## src/rtl/pipelined_cla_addsub.sv

```systemverilog
// pipelined_cla_addsub: add/sub built from 4-bit lookahead groups with a
// pipeline register after every GROUPS_PER_STAGE groups.
//
// Parameters: WIDTH (multiple of 4), GROUPS_PER_STAGE (>= 1).
// Latency is ceil((WIDTH/4)/GROUPS_PER_STAGE) registers.
// Ports: clk, rst_n (async, active-low); in_valid/in_ready, x, y, cin, sub
// on the input side; out_valid/out_ready, sum, cout, ovf, zero on the output.
// Define PIPELINED_CLA_SAT_EN to saturate sum on signed overflow.
module pipelined_cla_addsub #(
  parameter int WIDTH            = 16,
  parameter int GROUPS_PER_STAGE = 1
) (
  input  logic             clk,
  input  logic             rst_n,
  input  logic             in_valid,
  output logic             in_ready,
  input  logic [WIDTH-1:0] x,
  input  logic [WIDTH-1:0] y,
  input  logic             cin,
  input  logic             sub,
  output logic             out_valid,
  input  logic             out_ready,
  output logic [WIDTH-1:0] sum,
  output logic             cout,
  output logic             ovf,
  output logic             zero
);

  localparam int NGROUPS = WIDTH / 4;
  localparam int LATENCY =
    (NGROUPS + GROUPS_PER_STAGE - 1) / GROUPS_PER_STAGE;
  localparam int LAST = LATENCY - 1;
  localparam int MSB = WIDTH - 1;

  // x/y keep the upper operand bits still to be added (and the MSBs
  // the overflow check needs); s collects finished low sum bits.
  typedef struct packed {
    logic             v;
    logic             c;
    logic [WIDTH-1:0] x;
    logic [WIDTH-1:0] y;
    logic [WIDTH-1:0] s;
  } stg_t;

  function automatic logic [4:0] cla4(
    input logic [3:0] a,
    input logic [3:0] b,
    input logic       c
  );
    logic [3:0] g;
    logic [3:0] p;
    logic [4:0] cc;
    g = a & b;
    p = a ^ b;
    cc[0] = c;
    cc[1] = g[0] | (p[0] & c);
    cc[2] = g[1] | (p[1] & g[0]) | (p[1] & p[0] & c);
    cc[3] = g[2] | (p[2] & g[1]) | (p[2] & p[1] & g[0])
          | (p[2] & p[1] & p[0] & c);
    cc[4] = g[3] | (p[3] & g[2]) | (p[3] & p[2] & g[1])
          | (p[3] & p[2] & p[1] & g[0]) | (&p & c);
    return {cc[4], p ^ cc[3:0]};
  endfunction

  logic             advance;
  stg_t             head;
  stg_t             s_in [LATENCY];
  stg_t             d    [LATENCY];
  stg_t             q    [LATENCY];
  logic             ovf_d;
  logic             zero_d;
  logic             ovf_q;
  logic             zero_q;
  logic [WIDTH-1:0] sum_d;

  assign advance = !q[LAST].v | out_ready;
  assign in_ready = advance;

  // Subtraction is x + ~y + 1, so cin is overridden by sub.
  assign head = {in_valid, sub | cin, x,
                 sub ? ~y : y, {WIDTH{1'b0}}};

  always_comb begin
    logic       cy;
    logic [4:0] r;
    s_in[0] = head;
    for (int k = 1; k < LATENCY; k++) s_in[k] = q[k-1];
    for (int k = 0; k < LATENCY; k++) begin
      d[k] = s_in[k];
      cy = s_in[k].c;
      for (int j = 0; j < NGROUPS; j++) begin
        if (j / GROUPS_PER_STAGE == k) begin
          r = cla4(s_in[k].x[4*j +: 4], s_in[k].y[4*j +: 4], cy);
          d[k].s[4*j +: 4] = r[3:0];
          cy = r[4];
        end
      end
      d[k].c = cy;
    end
    // Carry into the MSB is recovered as x^y^s at that bit.
    ovf_d = d[LAST].x[MSB] ^ d[LAST].y[MSB]
          ^ d[LAST].s[MSB] ^ d[LAST].c;
    sum_d = d[LAST].s;
`ifdef PIPELINED_CLA_SAT_EN
    if (ovf_d) begin
      sum_d = d[LAST].x[MSB] ? {1'b1, {MSB{1'b0}}}
                             : {1'b0, {MSB{1'b1}}};
    end
`endif
    zero_d = ~|sum_d;
    d[LAST].s = sum_d;
  end

  always_ff @(posedge clk or negedge rst_n) begin
    if (!rst_n) begin
      for (int k = 0; k < LATENCY; k++) q[k] <= '0;
      ovf_q  <= 1'b0;
      zero_q <= 1'b0;
    end else if (advance) begin
      for (int k = 0; k < LATENCY; k++) q[k] <= d[k];
      ovf_q  <= ovf_d;
      zero_q <= zero_d;
    end
  end

  assign out_valid = q[LAST].v;
  assign sum       = q[LAST].s;
  assign cout      = q[LAST].c;
  assign ovf       = ovf_q;
  assign zero      = zero_q;

endmodule

```

## config.mk

```make
export PLATFORM = sky130hd
export DESIGN_NAME = pipelined_cla_addsub
export DESIGN_NICKNAME = d
export VERILOG_FILES = /design/src/rtl/pipelined_cla_addsub.sv
export SDC_FILE = /design/constraint.sdc
export NUM_CORES = 1
export LEC_CHECK = 0
export ABC_CLOCK_PERIOD_IN_PS = 5300
export CAP_MARGIN = 20
export CORE_UTILIZATION = 30
export CTS_CLUSTER_SIZE = 16
export DETAILED_ROUTE_END_ITERATION = 12
export MAX_ROUTING_LAYER = met4
export PLACE_DENSITY = 0.56
export SLEW_MARGIN = 20
export SYNTH_ARGS = -nofsm -noshare
export SYNTH_HDL_FRONTEND = slang
export SYNTH_SLANG_ARGS = --single-unit
```

## constraint.sdc

```tcl
create_clock -name clk -period 5.3 [get_ports clk]
set_clock_uncertainty 0.2 [all_clocks]
set_input_delay 1.325 -clock clk [delete_from_list [all_inputs] [get_ports clk]]
set_output_delay 1.325 -clock clk [all_outputs]
set_load 0.01 [all_outputs]
```

==> results.cfg, run 1 <==
[clocking]
cts_buffer_depth = 2
cts_root_buf = clkbuf_16
cts_setup_buffers = 0
clock_sinks = 98
h-tree-depth = 3
path_clk_slew_ns = 0.06
worstSkewPairLatency_ns = 0.34
holdBufCountCts = 0
cts_resized = 0
numCtsBuffers = 9
tritoncts = built

[cells_and_area]
multi_input_area_sq_um = 1750
num-fill-cells = 1530
layout-drive-gt1-share_pct = 5.77
diodes = 0
syn_to_final_growth_pct = 20.4
seqCellArea_sq_um = 2450
nNetsFinal = 573
final_util_pct = 37.0

[job]
drv_cap = 0

[timing]
post-route-period-util_pct = 74.9
grt_setup_unrepaired = false
tightestPinTransition_ns = 0.889
slew-limit-headroom_pct = 40.8
finalSetupViolations = 0
tns_ns = 0
finalMaxSlewViolations = 0
hold_viol_final = 0
max_freq_mhz = 252
final.min_clock_period_ns = 3.97

[floorplan]
io_pins = 59
core-area_sq_um = 14500
rows = 44
die_w_microns = 124
die_area_sq_um = 15400
initial_core_util_pct = 30.7
fp.dieH_microns = 124

[global_route]
overflow = 0
grt_pass1_vias = 2955
grt_max_degree = 83
grtUsageTotal_pct = 12.4
grt_antenna_before_repair = 0
grt_pass1_wl_microns = 14300

[placed_design]
portBuffers = 58
gp_congestion = 0.732
dp_hpwl_microns = 5580

[outcome]
status = completed

[yosys]
synth_top_area_cell = dfrtp_1
synth_nets = 538
synth_ff_type = dfrtp_1
ys_seq_elements = 98
synth_top_area_share_pct = 54.9
syn_area_per_cell_sq_um = 9.30
synthTopCellsByCount = nand2_1 (223), dfrtp_1 (98), xnor2_1 (21)
syn_area_sq_um = 4470
synth.distinct_cells = 34
synth_area_leaders = dfrtp_1 (55%), nand2_1 (19%), ha_1 (4.5%)
synthesis.instances = 480
synth_warnings = 0
yosysSeqAreaShare_pct = 54.9
yosysMostFrequentCell = nand2_1
async_flop_share_pct = 100
synth-edff-count = 0

[worst_setup_path]
required_ns = 3.77
crit_start = out_ready
worstPathArrival_ns = 2.44
crit_path_start_kind = primary input
end_kind = primary output
r2r-start = out_valid
crit_fanout = 2
worstSetupPathType = primary input to primary output

[power]
powerDensity_nw_per_um2 = 561
ir_worst_vdd_uv = 262
p_leak_nw = 2.59

[route]
vias_per_cell = 4.27
first_iter_violations = 139
drt-total-wl_microns = 8290
detail_route.wl_per_cell_microns = 11.8
drtAntennaViolNets = 0
drc_errors = 0
first_pass_iters = 4
vias = 3006

[worst_hold_path]
hp-start = d[50]
hp-class = flop to flop
==> routing by layer <==
layer	vias up	GRT usage, %	wire length [microns]
met5	-	-	0
met4	0	4.69	130
met3	13	2.79	331
met2	45	17.9	3620
met1	1382	16.9	4200
li1	1566	-	-
==> power breakdown <==
group	total (W)	switching, W	internal [W]
logic	0.00108	0.000565	0.000511
clock network	0.000658	0.000279	0.000379
registers	0.00128	0.000203	0.00108
==> registers in the layout, summed over array words and instances (netlist names) <==
register and flops:
cout 1, zero 1, q 3, d 75, ovf 1, out_valid 1
sum 16
==> final timing paths <==
kind	cells after the start	to	slack (ns)
max	4	in_ready	1.33
min	2	d[50]	0.27
max reg2reg	5	cout	3.21
min reg2reg	2	d[50]	0.27
max in group asynchronous	2	d[53]	3.11
min in group asynchronous	1	d[142]	0.91
==> critical path: stages <==
cell and delay [ns]:
clkdlybuf4s50_1 0.50, nor2b_4 0.05, inv_2 0.05, clkdlybuf4s50_1 0.52
==> cells in the final DEF (no fill, tap or decap), types with 2 or more instances in the layout <==
cell / n
xor2_1: 5
nand2_1: 223
o31ai_1: 2
nand2b_1: 3
o21bai_1: 2
nor3_1: 2
inv_1: 7
a21o_1: 3
buf_4: 6
clkinv_2: 2
o21a_1: 2
a21oi_1: 12
nor2_1: 9
fa_1: 4
ha_1: 16
clkbuf_16: 9
clkdlybuf4s50_1: 57
dfrtp_1: 98
o21ai_0: 18
xnor2_1: 21
==> cell type report <==
class	instances	area share [%]
Multi-Input combinational cell	335	32.5
Clock inverter	6	1.21
Clock buffer	10	4.44
Inverter	8	0.558
Tap cell	184	4.28
Sequential cell	98	45.6
Timing Repair Buffer	63	11.4
==> cell families (layout without fill, tap and decap cells) <==
| kind of cell | count (synthesis) | in the layout | synth area share, % |
|---|---|---|---|
| buffers and inverters | 47 | 87 | 6.16 |
| adders and majority gates | 20 | 20 | 6.28 |
| xor gates and xnor gates | 26 | 26 | 5.10 |
| and+or+nand+nor | 244 | 244 | 21.4 |
| AOI/OAI and AO/OA | 44 | 44 | 5.91 |
| DFF | 98 | 98 | 54.9 |
| muxes | 1 | 1 | 0.252 |
==> stage by stage <==
step	hold slack [ns]	std cells	total power [W]	instance area [sq um]	setup WS [ns]
2_1_floorplan	0.229	480	0.00209	4470	1.78
3_3_place_gp	0.249	688	0.00236	5070	1.32
3_5_place_dp	0.255	688	0.00240	5070	1.33
4_1_cts	0.271	704	0.00308	5380	1.32
5_1_grt	0.288	704	0.00329	5380	1.28
6_report	0.265	704	0.00302	5380	1.33
No activity file was read; power rests on OpenSTA's default activity.
==> run 2: changes to the inputs <==
- ABC_CLOCK_PERIOD_IN_PS: 5300 -> 4200
- clock period: 5.3 -> 4.2 ns (I/O delays scaled with it)
==> results.cfg, run 2 (synthesized netlist as in run 1, its figures left out) <==
[outcome]
status = completed

[cells_and_area]
nNetsFinal = 575
layout-drive-gt1-share_pct = 5.75
largest_reg_flops = 75
final_common_cell = nand2_1
diodes = 0
final_cell_mix = nand2_1 (223), dfrtp_1 (98), clkdlybuf4s50_1 (57), xnor2_1 (21), o21ai_0 (18)
syn_to_final_growth_pct = 21.9

[timing]
grt_setup_unrepaired = false
finalSetupViolations = 0
slew-limit-headroom_pct = 44.3
post-route-period-util_pct = 81.5
tightestPinTransition_ns = 0.836
whs_ns = 0.264
final.min_clock_period_ns = 3.42
worst_slack_ns = 0.776
max_freq_mhz = 292
finalMaxSlewViolations = 0
hold_viol_final = 0
tns_ns = 0

[route]
first_iter_violations = 224
vias_per_cell = 4.26
drt-total-wl_microns = 8510
drtAntennaViolNets = 0
vias = 3006
drc_errors = 0
detail_route.wl_per_cell_microns = 12.0
first_pass_iters = 4

[clocking]
cts_setup_buffers = 0
worstSkewPairLatency_ns = 0.34
path_clk_slew_ns = 0.07
cts_root_buf = clkbuf_16
clock_sinks = 98
h-tree-depth = 3
cts_buffer_depth = 2
cts_resized = 0
numCtsBuffers = 9
holdBufCountCts = 0
tritoncts = built

[power]
p_sw_share_pct = 34.1
powerDensity_nw_per_um2 = 712
pwr-share-clk_pct = 22.8
p_seq_share_pct = 41.6
p_leak_nw = 2.61
combPwrFrac_pct = 35.6
ir_worst_vdd_uv = 376
p_int_w = 0.00256
p_sw_w = 0.00132

[global_route]
grt_max_degree = 113
overflow = 0
grt_pass1_wl_microns = 14500
met2_usage_pct = 18.2
grt_antenna_before_repair = 0
grtUsageTotal_pct = 12.6
grt_util_met3_pct = 2.29
grt_pass1_vias = 2986
gr-usage-met1_pct = 17.1
top_usage_layer = met2

[placed_design]
portBuffers = 58
dp_hpwl_microns = 5470
pre_cts_ws_ns = 0.778
gp_congestion = 0.709

[worst_setup_path]
worstSetupPathType = primary input to primary output
crit_fanout = 2
end_kind = primary output
worstPathArrival_ns = 2.17
required_ns = 2.95
crit_path_start_kind = primary input
ff2ff_setup_slack_ns = 2.11

[job]
drv_cap = 0

[floorplan]
io_pins = 59
core-area_sq_um = 14500
initial_core_util_pct = 30.7
fp.dieH_microns = 124
die_area_sq_um = 15400
die_w_microns = 124
rows = 44

[worst_hold_path]
hp-class = flop to flop
## run 2: final timing paths
| kind | start | end | depth (start not counted) |
|---|---|---|---|
| worst max-delay path | out_ready | in_ready | 4 |
| worst min-delay path | d[80] | d[80] | 2 |
| worst max register to register | d[28] | sum[15] | 6 |
| worst min register to register | d[80] | d[80] | 2 |
| max in group asynchronous | rst_n | d[101] | 3 |
| min in group asynchronous | rst_n | sum[12] | 1 |
## run 2: power groups by stage
stage                     Combinational (W)  Sequential, W  Clock, W
after global placement              0.00136        0.00162         0
after CTS                           0.00140        0.00162  0.000915
after detailed placement            0.00139        0.00164         0
after global routing                0.00159        0.00167  0.000952
final                               0.00138        0.00161  0.000884
after floorplan                     0.00107        0.00157         0
## run 2: layout make-up
type                       instances  area, sq um
tap                              184          230
multi-input combinational        335         1750
clock buffer                      12          246
sequential                        98         2450
inverter                           8         30.0
clock inverter                     4         75.1
timing repair buffer              65          663
fill                            1522         9090
## run 2: critical path, cell delays in order
cell and delay (ns):
clkdlybuf4s50_1 0.50, nor2b_4 0.05, inv_2 0.05, clkdlybuf4s50_1 0.52
## run 2: layer usage
metal	up-vias	wire (microns)	part of all wire [%]
met5	-	0	0
met4	0	159	1.9
met3	9	345	4.1
met2	49	3760	44
met1	1387	4250	50
li1	1561	-	-
## run 2: per-stage QoR
| stage | area [sq um] | utilization (%) | total power, W | cells |
|---|---|---|---|---|
| global placement | 5070 | 34.9 | 0.00298 | 688 |
| finish | 5440 | 37.4 | 0.00388 | 706 |
| detailed placement | 5070 | 34.9 | 0.00303 | 688 |
| floorplan | 4470 | - | 0.00264 | 480 |
| global route | 5440 | 37.4 | 0.00422 | 706 |
| CTS | 5400 | 37.1 | 0.00393 | 704 |
==> run 3: changes to the inputs <==
- ABC_CLOCK_PERIOD_IN_PS: 4200 -> 2750
- PLACE_DENSITY: 0.56 -> 0.57
- clock period: 4.2 -> 2.75 ns (I/O delays scaled with it)
==> results.cfg, run 3 (synthesized netlist as in run 1, its figures left out) <==
[outcome]
status = completed

[floorplan]
io_pins = 59
initial_core_util_pct = 30.7
fp.dieH_microns = 124
rows = 44
die_area_sq_um = 15400
die_w_microns = 124
core-area_sq_um = 14500

[global_route]
grt_max_degree = 113
grtUsageTotal_pct = 12.7
grt_antenna_before_repair = 0
overflow = 0
grt_pass1_vias = 3110
grt_pass1_wl_microns = 14700

[timing]
tightestPinTransition_ns = 0.537
hold_viol_final = 0
post-route-period-util_pct = 98.3
grt_setup_unrepaired = false
final.min_clock_period_ns = 2.70
slew-limit-headroom_pct = 64.2
finalSetupViolations = 0
worst_slack_ns = 0.0467
finalMaxSlewViolations = 0
max_freq_mhz = 370

[clocking]
numCtsBuffers = 9
cts_buffer_depth = 2
h-tree-depth = 3
tritoncts = built
worstSkewPairLatency_ns = 0.34
cts_root_buf = clkbuf_16
holdBufCountCts = 0
path_clk_slew_ns = 0.06
cts_resized = 0
clock_sinks = 98
cts_setup_buffers = 0

[cells_and_area]
syn_to_final_growth_pct = 21.9
largest_reg_flops = 75
nNetsFinal = 576
final_util_pct = 37.4
diodes = 0
final_common_cell = nand2_1
fin_cells = 706
final_cell_mix = nand2_1 (223), dfrtp_1 (98), clkdlybuf4s50_1 (57), xnor2_1 (21), o21ai_0 (18)
layout-drive-gt1-share_pct = 5.75

[power]
ir_worst_vdd_uv = 676
powerDensity_nw_per_um2 = 1090
p_leak_nw = 2.62
finalPower_w = 0.00593

[worst_setup_path]
end_kind = primary output
required_ns = 1.86
worstPathArrival_ns = 1.82
crit_fanout = 2
crit_path_start_kind = primary input
worstSetupPathType = primary input to primary output

[route]
vias = 3066
drt-total-wl_microns = 8510
detail_route.wl_per_cell_microns = 12.0
drtAntennaViolNets = 0
first_pass_iters = 4
drc_errors = 0
vias_per_cell = 4.34
first_iter_violations = 145

[placed_design]
gp_congestion = 0.767
numPlacedInstances = 691
pre_cts_ws_ns = -0.0162
dp_hpwl_microns = 5770
portBuffers = 58

[worst_hold_path]
hp-class = primary input to async pin

[job]
drv_cap = 0
## run 3: final cells by class
class,instances,area [sq um]
clock buffer,13,260
clock inverter,2,60.1
fill,1525,9090
inverter,8,30.0
multi-input combinational,335,1750
sequential,98,2450
tap,184,230
timing repair buffer,66,663
## run 3: critical path: stages
cell and delay, ns:
clkdlybuf4s50_1 0.50, nor2b_4 0.06, inv_2 0.05, clkdlybuf4s50_1 0.52
## run 3: stage by stage
stage               instance area [sq um]  hold slack, ns  setup TNS, ns
global route                         5440          0.0949              0
floorplan                            4470           0.192              0
detailed placement                   5120           0.249        -0.0162
CTS                                  5440          0.0753              0
global placement                     5120           0.243              0
finish                               5440          0.0665              0
## run 3: worst paths after layout
kind                       startpoint        to  slack (ns)  cells after the start
max                         out_ready  in_ready        0.05                      4
min                             rst_n    sum[9]        0.07                      1
min in group clk                d[49]     d[49]        0.26                      2
min reg2reg                     d[49]     d[49]        0.26                      2
max in group asynchronous       rst_n    d[131]        1.66                      2
max reg2reg                     d[28]   sum[15]        0.69                      6
## run 3: layer usage
| metal | track usage [%] | share of wire (%) | up-vias |
|---|---|---|---|
| li1 | - | - | 1558 |
| met1 | 16.8 | 50 | 1448 |
| met2 | 18.9 | 44 | 50 |
| met3 | 2.98 | 4.1 | 10 |
| met4 | 5.21 | 1.6 | 0 |
| met5 | - | 0 | - |
## run 3: where the power goes
part	internal, W	switching [W]
sequential	0.00208	0.000391
combinational	0.00101	0.00111
clock	0.000842	0.000505
